===== src/rtl/mem_bus_arbiter.sv =====
// mem_bus_arbiter
//   Shares one external memory port between the fetch stage (I side) and the
//   memory stage (D side). The D side has fixed priority. I is forced through
//   after STARVE_LIMIT D grants that happened while it was waiting. A bus
//   access that gets no acknowledge within TIMEOUT busy cycles is aborted
//   with a bus_err pulse.
//
//   Handshake: a requester raises *_req with its address, and data for a
//   store, and holds all of them stable until it sees its *_ready pulse. The
//   pulse lasts exactly one cycle and marks completion; rdata is valid from
//   that cycle on. On the bus side, mem_req and every mem_* field stay
//   constant from the first busy cycle until an edge samples mem_ack_n low
//   (or the access is aborted).
//
// Ports
//   clk, reset_x          rising-edge clock, asynchronous active-low reset
//   i_req/i_addr          fetch request and address (word reads only)
//   i_rdata/i_ready       fetched word, one-cycle completion pulse
//   d_req/d_write/d_size/d_addr/d_wdata   load/store request
//   d_rdata/d_ready       load data, one-cycle completion pulse
//   mem_req/mem_write/mem_size/mem_addr/mem_wdata   bus request fields
//   mem_rdata/mem_ack_n   bus read data, active-low acknowledge
//   bus_err               one-cycle pulse together with ready on a timeout abort
//   busy                  a bus access is in flight
module mem_bus_arbiter #(
  parameter int unsigned STARVE_LIMIT = 4,  // 1..15
  parameter int unsigned TIMEOUT      = 64  // 2..255
) (
  input  logic        clk,
  input  logic        reset_x,
  input  logic        i_req,
  input  logic [31:0] i_addr,
  output logic [31:0] i_rdata,
  output logic        i_ready,
  input  logic        d_req,
  input  logic        d_write,
  input  logic [1:0]  d_size,
  input  logic [31:0] d_addr,
  input  logic [31:0] d_wdata,
  output logic [31:0] d_rdata,
  output logic        d_ready,
  output logic        mem_req,
  output logic        mem_write,
  output logic [1:0]  mem_size,
  output logic [31:0] mem_addr,
  output logic [31:0] mem_wdata,
  input  logic [31:0] mem_rdata,
  input  logic        mem_ack_n,
  output logic        bus_err,
  output logic        busy
);

  typedef enum logic [1:0] {
    IDLE  = 2'd0,
    IBUSY = 2'd1,
    DBUSY = 2'd2
  } state_e;

  localparam logic [3:0] STARVE_MAX = 4'(STARVE_LIMIT);
  localparam logic [7:0] TMO_LAST   = 8'(TIMEOUT - 1);

  state_e      state_q, state_d;
  logic [3:0]  starve_q, starve_d;
  logic [7:0]  tmo_q, tmo_d;
  logic [31:0] i_rdata_q, i_rdata_d;
  logic [31:0] d_rdata_q, d_rdata_d;
  logic        i_ready_q, i_ready_d;
  logic        d_ready_q, d_ready_d;
  logic        bus_err_q, bus_err_d;
  logic        mem_req_q, mem_req_d;
  logic        mem_write_q, mem_write_d;
  logic [1:0]  mem_size_q, mem_size_d;
  logic [31:0] mem_addr_q, mem_addr_d;
  logic [31:0] mem_wdata_q, mem_wdata_d;

  // A requester still holds its req during its own ready cycle; masking it
  // there keeps a finished access from being granted a second time.
  logic i_req_eff, d_req_eff, force_i, grant_i, grant_d;

  assign i_req_eff = i_req & ~i_ready_q;
  assign d_req_eff = d_req & ~d_ready_q;
  assign force_i   = i_req_eff && (starve_q == STARVE_MAX);
  assign grant_i   = force_i || (i_req_eff && !d_req_eff);
  assign grant_d   = d_req_eff && !force_i;

  always_comb begin
    state_d     = state_q;
    starve_d    = starve_q;
    tmo_d       = tmo_q;
    i_rdata_d   = i_rdata_q;
    d_rdata_d   = d_rdata_q;
    i_ready_d   = 1'b0;
    d_ready_d   = 1'b0;
    bus_err_d   = 1'b0;
    mem_req_d   = mem_req_q;
    mem_write_d = mem_write_q;
    mem_size_d  = mem_size_q;
    mem_addr_d  = mem_addr_q;
    mem_wdata_d = mem_wdata_q;

    unique case (state_q)
      IDLE: begin
        // mem_ack_n is deliberately not looked at here.
        if (grant_i) begin
          state_d     = IBUSY;
          mem_req_d   = 1'b1;
          mem_write_d = 1'b0;
          mem_size_d  = 2'b10;
          mem_addr_d  = i_addr;
          mem_wdata_d = 32'h0;
          starve_d    = 4'd0;
          tmo_d       = 8'd0;
        end else if (grant_d) begin
          state_d     = DBUSY;
          mem_req_d   = 1'b1;
          mem_write_d = d_write;
          mem_size_d  = d_size;
          mem_addr_d  = d_addr;
          mem_wdata_d = d_wdata;
          tmo_d       = 8'd0;
          // Count only D grants that pass over a fetch that is really waiting.
          if (i_req_eff && (starve_q != STARVE_MAX)) begin
            starve_d = starve_q + 4'd1;
          end
        end
      end

      IBUSY, DBUSY: begin
        if (!mem_ack_n) begin
          state_d     = IDLE;
          mem_req_d   = 1'b0;
          mem_write_d = 1'b0;
          tmo_d       = 8'd0;
          if (state_q == IBUSY) begin
            i_rdata_d = mem_rdata;
            i_ready_d = 1'b1;
          end else begin
            d_ready_d = 1'b1;
            if (!mem_write_q) begin
              d_rdata_d = mem_rdata;
            end
          end
        end else if (tmo_q == TMO_LAST) begin
          // Abort: finish the requester with zeroed data so the pipeline
          // does not stall forever on a dead bus.
          state_d     = IDLE;
          mem_req_d   = 1'b0;
          mem_write_d = 1'b0;
          tmo_d       = 8'd0;
          bus_err_d   = 1'b1;
          if (state_q == IBUSY) begin
            i_rdata_d = 32'h0;
            i_ready_d = 1'b1;
          end else begin
            d_rdata_d = 32'h0;
            d_ready_d = 1'b1;
          end
        end else begin
          tmo_d = tmo_q + 8'd1;
        end
      end

      default: begin
        state_d = IDLE;
      end
    endcase
  end

  always_ff @(posedge clk or negedge reset_x) begin
    if (!reset_x) begin
      state_q     <= IDLE;
      starve_q    <= 4'd0;
      tmo_q       <= 8'd0;
      i_rdata_q   <= 32'h0;
      d_rdata_q   <= 32'h0;
      i_ready_q   <= 1'b0;
      d_ready_q   <= 1'b0;
      bus_err_q   <= 1'b0;
      mem_req_q   <= 1'b0;
      mem_write_q <= 1'b0;
      mem_size_q  <= 2'b00;
      mem_addr_q  <= 32'h0;
      mem_wdata_q <= 32'h0;
    end else begin
      state_q     <= state_d;
      starve_q    <= starve_d;
      tmo_q       <= tmo_d;
      i_rdata_q   <= i_rdata_d;
      d_rdata_q   <= d_rdata_d;
      i_ready_q   <= i_ready_d;
      d_ready_q   <= d_ready_d;
      bus_err_q   <= bus_err_d;
      mem_req_q   <= mem_req_d;
      mem_write_q <= mem_write_d;
      mem_size_q  <= mem_size_d;
      mem_addr_q  <= mem_addr_d;
      mem_wdata_q <= mem_wdata_d;
    end
  end

  assign i_rdata   = i_rdata_q;
  assign d_rdata   = d_rdata_q;
  assign i_ready   = i_ready_q;
  assign d_ready   = d_ready_q;
  assign bus_err   = bus_err_q;
  assign mem_req   = mem_req_q;
  assign mem_write = mem_write_q;
  assign mem_size  = mem_size_q;
  assign mem_addr  = mem_addr_q;
  assign mem_wdata = mem_wdata_q;
  assign busy      = (state_q == IBUSY) || (state_q == DBUSY);

endmodule


===== config.mk =====
export PLATFORM = sky130hd
export DESIGN_NAME = mem_bus_arbiter
export DESIGN_NICKNAME = d
export VERILOG_FILES = /design/src/rtl/mem_bus_arbiter.sv
export SDC_FILE = /design/constraint.sdc
export NUM_CORES = 1
export LEC_CHECK = 0
export CORE_MARGIN = 2
export CORE_UTILIZATION = 47
export CTS_BUF_LIST = sky130_fd_sc_hd__clkbuf_4
export DETAILED_ROUTE_END_ITERATION = 16
export PLACE_DENSITY = 0.92
export SLEW_MARGIN = 20
export SYNTH_ARGS = -nofsm -noshare
export SYNTH_HDL_FRONTEND = slang
export SYNTH_SLANG_ARGS = --single-unit

===== constraint.sdc =====
create_clock -name clk -period 4.1 [get_ports clk]
set_clock_uncertainty 0.2 [all_clocks]
set_input_delay 0.615 -clock clk [delete_from_list [all_inputs] [get_ports clk]]
set_output_delay 0.615 -clock clk [all_outputs]
set_load 0.01 [all_outputs]

==> reports/results.tsv <==
stage	metric	value	unit
layout	fillers	928	
sta	fin_tns_setup	0	ps
layout	syn_to_final_growth	49.96	%
layout	fin_cells	1028	
detailed_routing	dr.first_iter.drc_count	452	
die	die_width	119.5	µm
critical_path	crit_type	flop to output port	
clock_network	clockBufferDepth	2	
clock_network	numCtsBuffers	17	
die	io-pin-count	272	
logic_synthesis	synth_edf_count	0	
sta	post-route-period-util	75.54	%
clock_network	cts_max_level	4	
power	power_leakage	4.100	nW
die	dieArea	14280	µm²
critical_path	cp.arrival	2280	ps
placed_design	placed_cells	996	
logic_synthesis	synth_area_leaders	dfrtp_1 59%, a22o_1 7.8%, a21oi_1 5.3%	
logic_synthesis	syn_area	6271	µm²
logic_synthesis	synth_top_area_cell	dfrtp_1	
hold_path	min_to	mem_wdata[27]$_DFFE_PN0P_	
clock_network	cts_setup_buffers	0	
logic_synthesis	yosys_warnings	0	
power	max-vdd-ir-drop	0.4245	mV
sta	fin_crit	3097	ps
logic_synthesis	synth_top_area_share	59.46	%
critical_path	cp-start-kind	flop	
logic_synthesis	synth_seq_area_share	59.46	%
clock_network	clk_latency	540	ps
detailed_routing	vias	5534	
die	start_util	47.73	%
layout	diodes	0	
sta	grt_setup_unrepaired	false	
grt	grt_pass1_vias	5682	
logic_synthesis	synth-main-ff-cell	dfrtp_1	
grt	grt-ovfl-total	0	
detailed_routing	drt-pass1-iter-count	4	
clock_network	clock_sinks	149	
logic_synthesis	synthArstFlopShare	100.0	%
detailed_routing	viasPerCell	5.383	
detailed_routing	drt-wirelength-per-cell	18.30	µm
logic_synthesis	synthTopCellsByCount	149 x dfrtp_1, 67 x a21oi_1, 58 x nand2_1	
grt	grt.total_usage	27.17	%
grt	grt_pass1_wl	30240	µm
logic_synthesis	syn_avg_cell_area	10.85	µm²
clock_network	cts-root-buf	clkbuf_4	
die	rows	42	
sta	tightest_slew	928.2	ps
sta	slew_violations	0	
critical_path	ff2ff_setup_slack	1260	ps
grt	antenna_found_initial	0	
critical_path	timing.rr.start	state_q[0]$_DFFE_PN0P_	
detailed_routing	drc	0	
hold_path	hold_depth	1	
hold_path	holdCritPathClass	flop to flop	
detailed_routing	routed_wl	18810	µm
critical_path	endpoint_kind	output port	
hold_path	worstHoldStart	mem_wdata[27]$_DFFE_PN0P_	
critical_path	r2r-end	d_rdata[4]$_DFFE_PN0P_	
logic_synthesis	synth_nets	719	
critical_path	path_max_fanout	18	
placed_design	port-buffer-count	271	
clock_network	clkTransAtPathRegs	110	ps
layout	nNetsFinal	981	
detailed_routing	postRouteAntennaNets	0	
critical_path	rr_worst_depth	6	
clock_network	cts_resized	0	
sta	hold_viol_final	0	
sta	finalSetupViolations	0	
logic_synthesis	synth_cell_types	46	
die	die_y	119.5	µm
die	core	13140	µm²
grt	grt_max_degree	82	
placed_design	gp_congestion	0.8389	
logic_synthesis	ys_ff_latch	149	
layout	drive_gt1_share	6.573	%
placed_design	dp_hpwl	13320	µm
logic_synthesis	postSynthCellCount	578	
clock_network	cts_tree	done	
flow_run	drv_cap	0	
sta	fmax	322.9	MHz
critical_path	crit_required	3280	ps
logic_synthesis	synth_most_common_cell	dfrtp_1	
power	p_per_area	727.2	nW/µm²
outcome	status	completed	
clock_network	ctsHoldBuffers	1	
sta	slew_headroom	38.12	%
layer usage:
layer	vias to the layer above	GRT usage, %	wire length, µm	part of all wire (%)
met5	-	0	0	0
met3	24	8.603	1831	9.7
met4	0	8.456	334	1.8
met1	2687	34.01	7422	39
li1	2563	-	-	-
met2	260	45.25	9222	49
worst max path at each step:
stage | cells after the start | startpoint | endpoint | slack [ps]
global route | 3 | state_q[0]$_DFFE_PN0P_ | busy | 820
CTS | 3 | state_q[0]$_DFFE_PN0P_ | busy | 940
detailed placement | 5 | mem_ack_n | i_rdata[4]$_DFFE_PN0P_ | 1130
global placement | 5 | mem_ack_n | i_rdata[5]$_DFFE_PN0P_ | 1230
floorplan | 7 | state_q[0]$_DFFE_PN0P_ | d_rdata[10]$_DFFE_PN0P_ | 2090
finish | 3 | state_q[0]$_DFFE_PN0P_ | busy | 1000
cell type report:
class / instances / area (µm²) / share of cell area, %
clock buffers: 18 / 135.1 / 1.437
clock inverters: 13 / 158.9 / 1.690
inverters: 39 / 146.4 / 1.557
multi-input cells: 351 / 2203 / 23.43
flip-flops and latches: 149 / 3729 / 39.65
well taps: 176 / 220.2 / 2.342
repair buffers: 282 / 2811 / 29.90
worst max-delay path, stage by stage, from the launching register on:
cell	delay, ps
dfrtp_1	390
inv_1	70
ha_1	620
clkdlybuf4s50_1	680
stage by stage:
step	utilization, %	setup slack (ps)	area, µm²	power [mW]	hold WS, ps
finish	71.58	1003	9404	6.838	308.0
global route	71.58	824.6	9404	7.286	317.1
CTS	71.58	943.0	9404	6.892	310.9
detailed placement	69.27	1131	9100	5.909	274.7
global placement	69.27	1235	9100	5.820	271.4
floorplan	-	2094	6271	4.094	119.4
kinds of logic after synthesis:
| group | count (synthesis) | synth area share [%] |
|---|---|---|
| mux | 14 | 2.254 |
| flops | 149 | 59.46 |
| simple gates | 149 | 11.97 |
| compound gates | 183 | 19.61 |
| buf+inv | 78 | 5.706 |
| fa+ha+maj | 5 | 0.9976 |
sequential cells by signal, indices dropped and copies added, names as in the netlist, 2 cells and up:
| signal | cells |
|---|---|
| state_q | 2 |
| i_rdata | 32 |
| mem_addr | 32 |
| starve_q | 4 |
| mem_wdata | 32 |
| mem_size | 2 |
| d_rdata | 32 |
| tmo_q | 8 |
report_power, final:
| part | internal (mW) | leakage [nW] | switching [mW] |
|---|---|---|---|
| Sequential | 2.11 | 1.83 | 0.402 |
| Clock | 0.425 | 0.156 | 0.525 |
| Combinational | 1.76 | 2.11 | 1.61 |
cell usage in the layout, fill, tap and decap left out, types with 2 or more instances in the layout:
cell type	instances
and2b_1	2
nor4b_1	2
o21ai_1	4
buf_4	9
nand4b_1	2
nand2_1	58
clkinv_2	3
clkbuf_4	18
and3b_1	2
nor2b_1	3
o21ai_2	2
clkinvlp_4	2
dfrtp_1	149
a22o_1	56
nor3_1	3
clkdlybuf4s50_1	270
ha_1	5
o2bb2ai_1	15
mux2i_1	13
and3_1	3
nand3_1	6
nor2_1	38
or3_1	2
a21oi_2	2
inv_1	38
nand3b_1	2
a21o_1	2
nand4_1	19
a21oi_1	66
clkinv_4	3
o21ai_0	27
bufinv_16	3
Note: power is estimated with default switching activity, not from simulation.
